File: src/rtl/alu_pkg.sv
// Shared constants and types for the multicycle ALU-op sequencer.
// Opcode values, ALU operation codes, FSM states and instruction classes.
package alu_pkg;

  localparam int unsigned OpcBne   = 0;
  localparam int unsigned OpcBeq   = 1;
  localparam int unsigned OpcBgz   = 2;
  localparam int unsigned OpcBlz   = 3;
  localparam int unsigned OpcAdi   = 4;
  localparam int unsigned OpcOri   = 5;
  localparam int unsigned OpcLhi   = 6;
  localparam int unsigned OpcLwd   = 7;
  localparam int unsigned OpcSwd   = 8;
  localparam int unsigned OpcRtype = 15;

  // Largest funct value that maps straight onto an ALU operation.
  localparam int unsigned MaxRFunct = 7;

  localparam logic [3:0] AluAdd = 4'd0;
  localparam logic [3:0] AluAdi = 4'd8;
  localparam logic [3:0] AluOri = 4'd9;
  localparam logic [3:0] AluLhi = 4'd10;
  localparam logic [3:0] AluMem = 4'd11;
  localparam logic [3:0] AluBne = 4'd12;
  localparam logic [3:0] AluBeq = 4'd13;
  localparam logic [3:0] AluBgz = 4'd14;
  localparam logic [3:0] AluBlz = 4'd15;

  typedef enum logic [2:0] {
    StIdle,
    StFetch,
    StExec,
    StMem,
    StWb,
    StBrTgt
  } state_e;

  typedef enum logic [2:0] {
    ClsAlu,
    ClsLoad,
    ClsStore,
    ClsBranch,
    ClsOther
  } inst_class_e;

endpackage

File: src/rtl/alu_op_decode.sv
// Combinational decode of (opcode, funct) into an ALU operation code and
// an instruction class that steers the sequencer.
module alu_op_decode
  import alu_pkg::*;
#(
  parameter int unsigned OPW    = 4,
  parameter int unsigned FUNCTW = 6
) (
  input  logic [OPW-1:0]    opcode,
  input  logic [FUNCTW-1:0] funct,
  output logic [3:0]        alu_ctrl,
  output inst_class_e       inst_class
);

  always_comb begin
    alu_ctrl   = AluAdd;
    inst_class = ClsOther;
    if (opcode == OPW'(OpcRtype)) begin
      if (funct <= FUNCTW'(MaxRFunct)) begin
        alu_ctrl   = funct[3:0];
        inst_class = ClsAlu;
      end
    end else if (opcode == OPW'(OpcAdi)) begin
      alu_ctrl   = AluAdi;
      inst_class = ClsAlu;
    end else if (opcode == OPW'(OpcOri)) begin
      alu_ctrl   = AluOri;
      inst_class = ClsAlu;
    end else if (opcode == OPW'(OpcLhi)) begin
      alu_ctrl   = AluLhi;
      inst_class = ClsAlu;
    end else if (opcode == OPW'(OpcLwd)) begin
      alu_ctrl   = AluMem;
      inst_class = ClsLoad;
    end else if (opcode == OPW'(OpcSwd)) begin
      alu_ctrl   = AluMem;
      inst_class = ClsStore;
    end else if (opcode == OPW'(OpcBne)) begin
      alu_ctrl   = AluBne;
      inst_class = ClsBranch;
    end else if (opcode == OPW'(OpcBeq)) begin
      alu_ctrl   = AluBeq;
      inst_class = ClsBranch;
    end else if (opcode == OPW'(OpcBgz)) begin
      alu_ctrl   = AluBgz;
      inst_class = ClsBranch;
    end else if (opcode == OPW'(OpcBlz)) begin
      alu_ctrl   = AluBlz;
      inst_class = ClsBranch;
    end
  end

endmodule

File: src/rtl/alu_op_sequencer.sv
// Multicycle control sequencer: walks one accepted instruction through
// fetch, execute, memory and write-back, and counts retired instructions.
module alu_op_sequencer
  import alu_pkg::*;
#(
  parameter int unsigned WORD_SIZE = 16,
  parameter int unsigned OPW       = 4,
  parameter int unsigned FUNCTW    = 6,
  parameter int unsigned CNT_W     = WORD_SIZE
) (
  input  logic              clk,
  input  logic              reset_n,
  input  logic              inst_valid,
  output logic              inst_ready,
  input  logic [OPW-1:0]    opcode,
  input  logic [FUNCTW-1:0] funct,
  input  logic              mem_ack,
  output logic [3:0]        alu_ctrl,
  output logic              pc_write,
  output logic              mem_req,
  output logic              mem_write,
  output logic              reg_write,
  output logic              done,
  output logic [CNT_W-1:0]  retired
);

  state_e            state_q, state_d;
  logic [OPW-1:0]    opcode_q;
  logic [FUNCTW-1:0] funct_q;
  logic [CNT_W-1:0]  retired_q;
  logic [3:0]        dec_ctrl;
  inst_class_e       dec_class;
  logic              accept;

  assign accept  = inst_valid & inst_ready;
  assign retired = retired_q;

  alu_op_decode #(
    .OPW    (OPW),
    .FUNCTW (FUNCTW)
  ) u_decode (
    .opcode     (opcode_q),
    .funct      (funct_q),
    .alu_ctrl   (dec_ctrl),
    .inst_class (dec_class)
  );

  always_comb begin
    state_d    = state_q;
    inst_ready = 1'b0;
    alu_ctrl   = AluAdd;
    pc_write   = 1'b0;
    mem_req    = 1'b0;
    mem_write  = 1'b0;
    reg_write  = 1'b0;
    done       = 1'b0;
    unique case (state_q)
      StIdle: begin
        inst_ready = 1'b1;
        if (inst_valid) state_d = StFetch;
      end
      StFetch: begin
        pc_write = 1'b1;
        if (dec_class == ClsOther) begin
          done    = 1'b1;
          state_d = StIdle;
        end else begin
          state_d = StExec;
        end
      end
      StExec: begin
        alu_ctrl = dec_ctrl;
        unique case (dec_class)
          ClsAlu:             state_d = StWb;
          ClsLoad, ClsStore:  state_d = StMem;
          ClsBranch:          state_d = StBrTgt;
          default:            state_d = StIdle;
        endcase
      end
      StMem: begin
        mem_req   = 1'b1;
        mem_write = (dec_class == ClsStore);
        if (mem_ack) begin
          // A store finishes in the very MEM cycle that sees the ack.
          if (dec_class == ClsStore) begin
            done    = 1'b1;
            state_d = StIdle;
          end else begin
            state_d = StWb;
          end
        end
      end
      StWb: begin
        reg_write = 1'b1;
        done      = 1'b1;
        state_d   = StIdle;
      end
      StBrTgt: begin
        pc_write = 1'b1;
        done     = 1'b1;
        state_d  = StIdle;
      end
      default: state_d = StIdle;
    endcase
  end

  always_ff @(posedge clk or negedge reset_n) begin
    if (!reset_n) begin
      state_q   <= StIdle;
      opcode_q  <= '0;
      funct_q   <= '0;
      retired_q <= '0;
    end else begin
      state_q <= state_d;
      if (accept) begin
        opcode_q <= opcode;
        funct_q  <= funct;
      end
      if (done) retired_q <= retired_q + CNT_W'(1);
    end
  end

endmodule

File: config.mk
export PLATFORM = sky130hd
export DESIGN_NAME = alu_op_sequencer
export DESIGN_NICKNAME = d
export VERILOG_FILES = /design/src/rtl/alu_pkg.sv /design/src/rtl/alu_op_decode.sv /design/src/rtl/alu_op_sequencer.sv
export SDC_FILE = /design/constraint.sdc
export NUM_CORES = 1
export LEC_CHECK = 0
export ABC_AREA = 1
export BUFFER_PORTS_ARGS = -buffer_cell sky130_fd_sc_hd__buf_2
export CAP_MARGIN = 20
export CORE_MARGIN = 4
export CORE_UTILIZATION = 58
export CTS_CLUSTER_SIZE = 20
export DETAILED_ROUTE_END_ITERATION = 6
export PLACE_DENSITY = 0.85
export SLEW_MARGIN = 20
export SYNTH_ARGS = -nofsm -noshare
export SYNTH_HDL_FRONTEND = slang
export SYNTH_HIERARCHICAL = 1
export SYNTH_SLANG_ARGS = --single-unit
File: constraint.sdc
create_clock -name clk -period 2.7 [get_ports clk]
set_input_delay 0.54 -clock clk [delete_from_list [all_inputs] [get_ports clk]]
set_output_delay 0.54 -clock clk [all_outputs]
set_load 0.05 [all_outputs]
==> run metrics, run 1 <==
DRT antenna net count 0; CP Cell Sequence nand4_1, nor2_1, nor2_1, inv_1, nand3_1, nor2_1, nand2_2, nand2_4, buf_2; Final Max Tran Viols 0; CP peak stage delay 0.49 ns; post-synth top area share 40.8%; global-route wire length before repair 6960 um; design area 2030 um2; post-layout util 71.2%; Final nets 326; CP top delay family simple AND/OR/NAND/NOR gates; Mapped Area 1780 um2; vias in the first global route 1,643; period utilization 89.9%; total CTS buffers 5; Synth cell types 25; DRT Pass-1 Iters 4; Reg clk slew, reported paths 0.10 ns; Worst Setup End Kind output port; GP Congestion 0.877; Die ar. 4020 um2; Mapped Nets 284; clk_skew 0.0103 ns; VDD IR max 0.000629 V; Pwr Total 1.92 mW; WL/cell 11.6 um; Final Routed Wirelength 3970 um; count of final hold-check violations 0; dpl hpwl 2930 um; Rows 19; number of setup violations in the final report 0; sequential fraction of the synthesis area 40.8%; GRT Total Usage 21.6%; Antenna diodes 0; initial DRC count 124; GR Overflow Total 0; placed inst area 1980 um2; fillers 279; Residual DRC 0; Max-cap violations 0; Sink Count 29; most frequent cells in the layout nand2_1, buf_2, nor2_1, inv_1, nand3_1; PortBufs 39; register area 726 um2; core footprint 2850 um2; CTS tree yes; Die Width 63.4 um; Worst slew margin 57.2%; initial antenna violation count 0; Crit Path Max Fanout 10; RSZ-0062 raised after global routing no; Hold Buf Count CTS 0; Worst path most repeated cell nor2_1; Synth Warn # 6; outcome finished, final reports clean; pre-CTS setup slack 0.585 ns; number of H-tree levels 2; Avg Cell Area, Syn 6.61 um2; clock buffer depth 2; CP required 2.16 ns; PD cells 944 nW/um2; multi-input logic area 893 um2; HP Class in2async; Max Fclk 412 MHz; Leak 1.11 nW; Worst-Skew Late Latency 0.33 ns; Starting Density 62.3%; setup bufs post-CTS 0; min Tclk post-route 2.43 ns; CP Launch Type flop; Seq cells post-synth 29; layout cells sized above 1 17.9%; synth top area cells dfrtp_1, nand2_1, nand3_1; largest net degree at the start of global routing 30; Root Buffer clkbuf_4; WS Path Type reg2out; Worst Tran Pin Value 0.642 ns; Setup WS post-layout 0.273 ns; CP arrival 1.89 ns; CP max-delay cell dfrtp_1; Syn Inst Count 269; top-level I/O count 40; leading area contributor after synthesis dfrtp_1; vias post-DR 1,757; setup TNS 0 ns; vias per std cell 5.12; height of the die 63.4 um; WP buf/inv 2; Area growth syn-to-layout 14.3%; leading cell type in the layout, fill and taps excluded nand2_1; post-cts sizing count 0
==> per-layer routing <==
metal	wire (um)	global-route usage, %	vias up
met2	1810	34.7	56
met4	31	6.74	0
li1	-	-	923
met3	254	6.22	5
met1	1870	28.1	773
met5	0	0	-
==> area by class of cell <==
| type | count | share of cell area (%) |
|---|---|---|
| tap | 31 | 1.91 |
| clock buffer | 6 | 2.03 |
| sequential | 29 | 35.7 |
| timing repair buffer | 40 | 9.98 |
| inverter | 32 | 5.91 |
| clock inverter | 2 | 0.493 |
| multi-input combinational | 203 | 44.0 |
==> registers in the layout, summed over array words and instances, names as in the netlist <==
name / flops
opcode_q: 4
state_q: 3
retired: 16
funct_q: 6
==> per-stage QoR <==
stage / cells / hold slack [ns]
after CTS: 343 / 0.224
after floorplan: 269 / 0.244
after global routing: 343 / 0.258
after global placement: 335 / 0.459
after detailed placement: 335 / 0.463
final: 343 / 0.220
==> cell usage after synthesis <==
library cell and n:
nand2_1 107, nor2_1 33, inv_1 30, nand3_1 30, dfrtp_1 29, nand4_1 6
a21oi_1 5, o21ai_0 4, nor3_1 3, buf_6 2, inv_2 2, nand2_2 2
nor2_2 2, xnor2_1 2, xor2_1 2, and3_1 1, buf_2 1, buf_4 1
clkbuf_1 1, ha_1 1, nand2_4 1, nor2_4 1, o211ai_1 1, o21ai_1 1
or2_2 1
==> cells by family after synthesis <==
family | synth area share (%)
buffers and inverters | 8.94
adders and majority gates | 0.704
AOI/OAI and AO/OA | 3.24
and+or+nand+nor | 44.3
DFF | 40.8
xor gates and xnor gates | 1.97
==> path summary, 6_finish.rpt <==
kind	from	end	slack, ns	cells after the start
worst min register to register	funct_q[2]$_DFFE_PN0P_	funct_q[2]$_DFFE_PN0P_	0.48	2
worst max register to register	opcode_q[3]$_DFFE_PN0P_	retired[4]$_DFFE_PN0P_	0.75	12
worst max-delay path	opcode_q[3]$_DFFE_PN0P_	done	0.27	9
min in group clk	funct[4]	funct_q[4]$_DFFE_PN0P_	0.44	3
max in group asynchronous	reset_n	retired[12]$_DFFE_PN0P_	2.05	1
worst min-delay path	reset_n	state_q[2]$_DFFE_PN0P_	0.22	1
==> where the power goes <==
| group | total [mW] | internal, mW | switching (mW) |
|---|---|---|---|
| clock network | 0.250 | 0.0989 | 0.151 |
| logic | 0.978 | 0.264 | 0.714 |
| registers | 0.690 | 0.551 | 0.140 |
No activity file was read; power rests on OpenSTA's default activity.
==> run 2: changes to the inputs <==
==> constraint.sdc (replaced) <==
create_clock -name clk -period 2.8 [get_ports clk]
set_input_delay 0.56 -clock clk [delete_from_list [all_inputs] [get_ports clk]]
set_output_delay 0.56 -clock clk [all_outputs]
set_load 0.05 [all_outputs]
==> run 2 against run 1 <==
Effect of this change: highest routed layer unchanged; worst hold slack better by 0.0045 ns; largest power group unchanged; cell area is 1.8% higher; critical path depth is 1 higher.
==> run metrics, run 2 (synthesis gave the netlist of run 1 again) <==
Max-cap violations 0 (unchanged); WL/cell 11.6 um (+0.50%); CP Cell Sequence inv_1, nand2_1, o21ai_0, nor2_1, inv_1, nand3_1, nor2_1, nand2_2, nand2_4, buf_2; CTS tree yes; Die Width 63.4 um (unchanged); leading cell type in the layout, fill and taps excluded nand2_1; Residual DRC 0 (unchanged); Rows 19 (unchanged); clock buffer depth 2 (unchanged); Antenna diodes 0 (unchanged); Worst slew margin 58.3% (+1.0 points); WP buf/inv 3 (+1); initial antenna violation count 0 (unchanged); DRT antenna net count 0 (unchanged); min Tclk post-route 2.54 ns; FF-to-FF setup slack 0.78 ns (+0.03 ns); initial DRC count 130 (+4.8%); Root Buffer clkbuf_4; grt met3 use 6.22% (unchanged); GRT Total Usage 21.7% (+0.14 points); layout cells sized above 1 18.3% (+0.32 points); core footprint 2850 um2 (unchanged); worst r2r src opcode_q[1]$_DFFE_PN0P_; most frequent cells in the layout nand2_1, buf_2, nor2_1, inv_1, nand3_1; Area growth syn-to-layout 16.4%; top-level I/O count 40 (unchanged); HP Class in2async; GR Overflow Total 0 (unchanged); setup TNS 0 ns (unchanged); Starting Density 62.3% (unchanged); number of H-tree levels 2 (unchanged); max FFs per register 16 (unchanged); DRT Pass-1 Iters 4 (unchanged); CP Launch Type flop; GP Congestion 0.848 (-3.2%); CP arrival 1.98 ns (+0.09 ns); outcome finished, final reports clean; vias in the first global route 1,631 (-0.73%); met1 usage 28.0% (-0.032 points); PortBufs 39 (unchanged); period utilization 90.7%; setup bufs post-CTS 0 (unchanged); height of the die 63.4 um (unchanged); largest net degree at the start of global routing 30 (unchanged); PD cells 957 nW/um2 (+1.3%); Worst Setup End Kind output port; VDD IR max 0.000616 V (-2.0%); Non-Filler Instances 343 (unchanged); vias post-DR 1,807 (+2.8%); WS Path Type reg2out; Die ar. 4020 um2 (unchanged); Leak 1.12 nW (+1.1%); Final Routed Wirelength 3990 um (+0.50%); worst r2r path cells 13 (+1); CP max-delay cell dfrtp_1; number of setup violations in the final report 0 (unchanged); global-route wire length before repair 6960 um (+0.10%); CP top delay family simple AND/OR/NAND/NOR gates; Final Max Tran Viols 0 (unchanged); CP required 2.24 ns (+0.08 ns); Sink Count 29 (unchanged); clk_skew 0.00431 ns (-0.00597 ns); Critical path origin opcode_q[1]$_DFFE_PN0P_; CP peak stage delay 0.43 ns (-0.06 ns); Hold Buf Count CTS 0 (unchanged); Worst-Skew Late Latency 0.34 ns (about the same); fillers 247 (-11%); Final nets 326 (unchanged); Max Fclk 394 MHz; met2 Track Usage GR 34.4% (-0.26 points); Placed Cells 335 (unchanged); post-cts sizing count 0 (unchanged); total CTS buffers 5 (unchanged); GRT Max-Usage Layer met2; Worst Tran Pin Value 0.626 ns (-0.0156 ns); RR Endpoint retired[13]$_DFFE_PN0P_; Crit Path Max Fanout 5 (-5); dpl hpwl 3000 um (+2.5%); RSZ-0062 raised after global routing no; Reg clk slew, reported paths 0.10 ns (about the same); vias per std cell 5.27 (+2.8%); count of final hold-check violations 0 (unchanged)
[run 2: area by class of cell]
class,count,area [um2],area share (%)
multi-input combinational,203,893,43.2
clock inverter,2,37.5,1.81
tap,31,38.8,1.87
inverter,32,120,5.80
sequential,29,726,35.1
clock buffer,6,51.3,2.48
timing repair buffer,40,203,9.79
[run 2: how the worst max path moves through the flow]
| stage | depth (start not counted) | slack (ns) | endpoint |
|---|---|---|---|
| after floorplan | 7 | 0.19 | mem_write |
| after global placement | 10 | 0.69 | done |
| after detailed placement | 10 | 0.64 | done |
| after CTS | 10 | 0.25 | done |
| after global routing | 10 | 0.06 | done |
| final | 10 | 0.26 | done |
[run 2: power by group]
group / switching [mW] / total (mW) / leakage (nW) / internal, mW
combinational: 0.691 / 0.945 / 0.698 / 0.254
clock: 0.158 / 0.370 / 0.0445 / 0.212
sequential: 0.133 / 0.664 / 0.382 / 0.531
[run 2: metal layers]
layer / vias up / wire (um)
met1: 831 / 1830
met3: 5 / 249
li1: 922 / -
met5: - / 0
met4: 0 / 53
met2: 49 / 1860
[run 2: stage by stage]
stage	hold slack, ns	worst slack, ns	power [mW]	cell area, um2	util, %
6_report	0.225	0.260	1.98	2070	72.5
5_1_grt	0.255	0.0559	2.14	2070	72.5
4_1_cts	0.232	0.247	1.99	2070	72.5
3_5_place_dp	0.460	0.636	1.62	1980	69.4
3_3_place_gp	0.460	0.690	1.59	1980	69.4
2_1_floorplan	0.264	0.195	1.43	1780	-
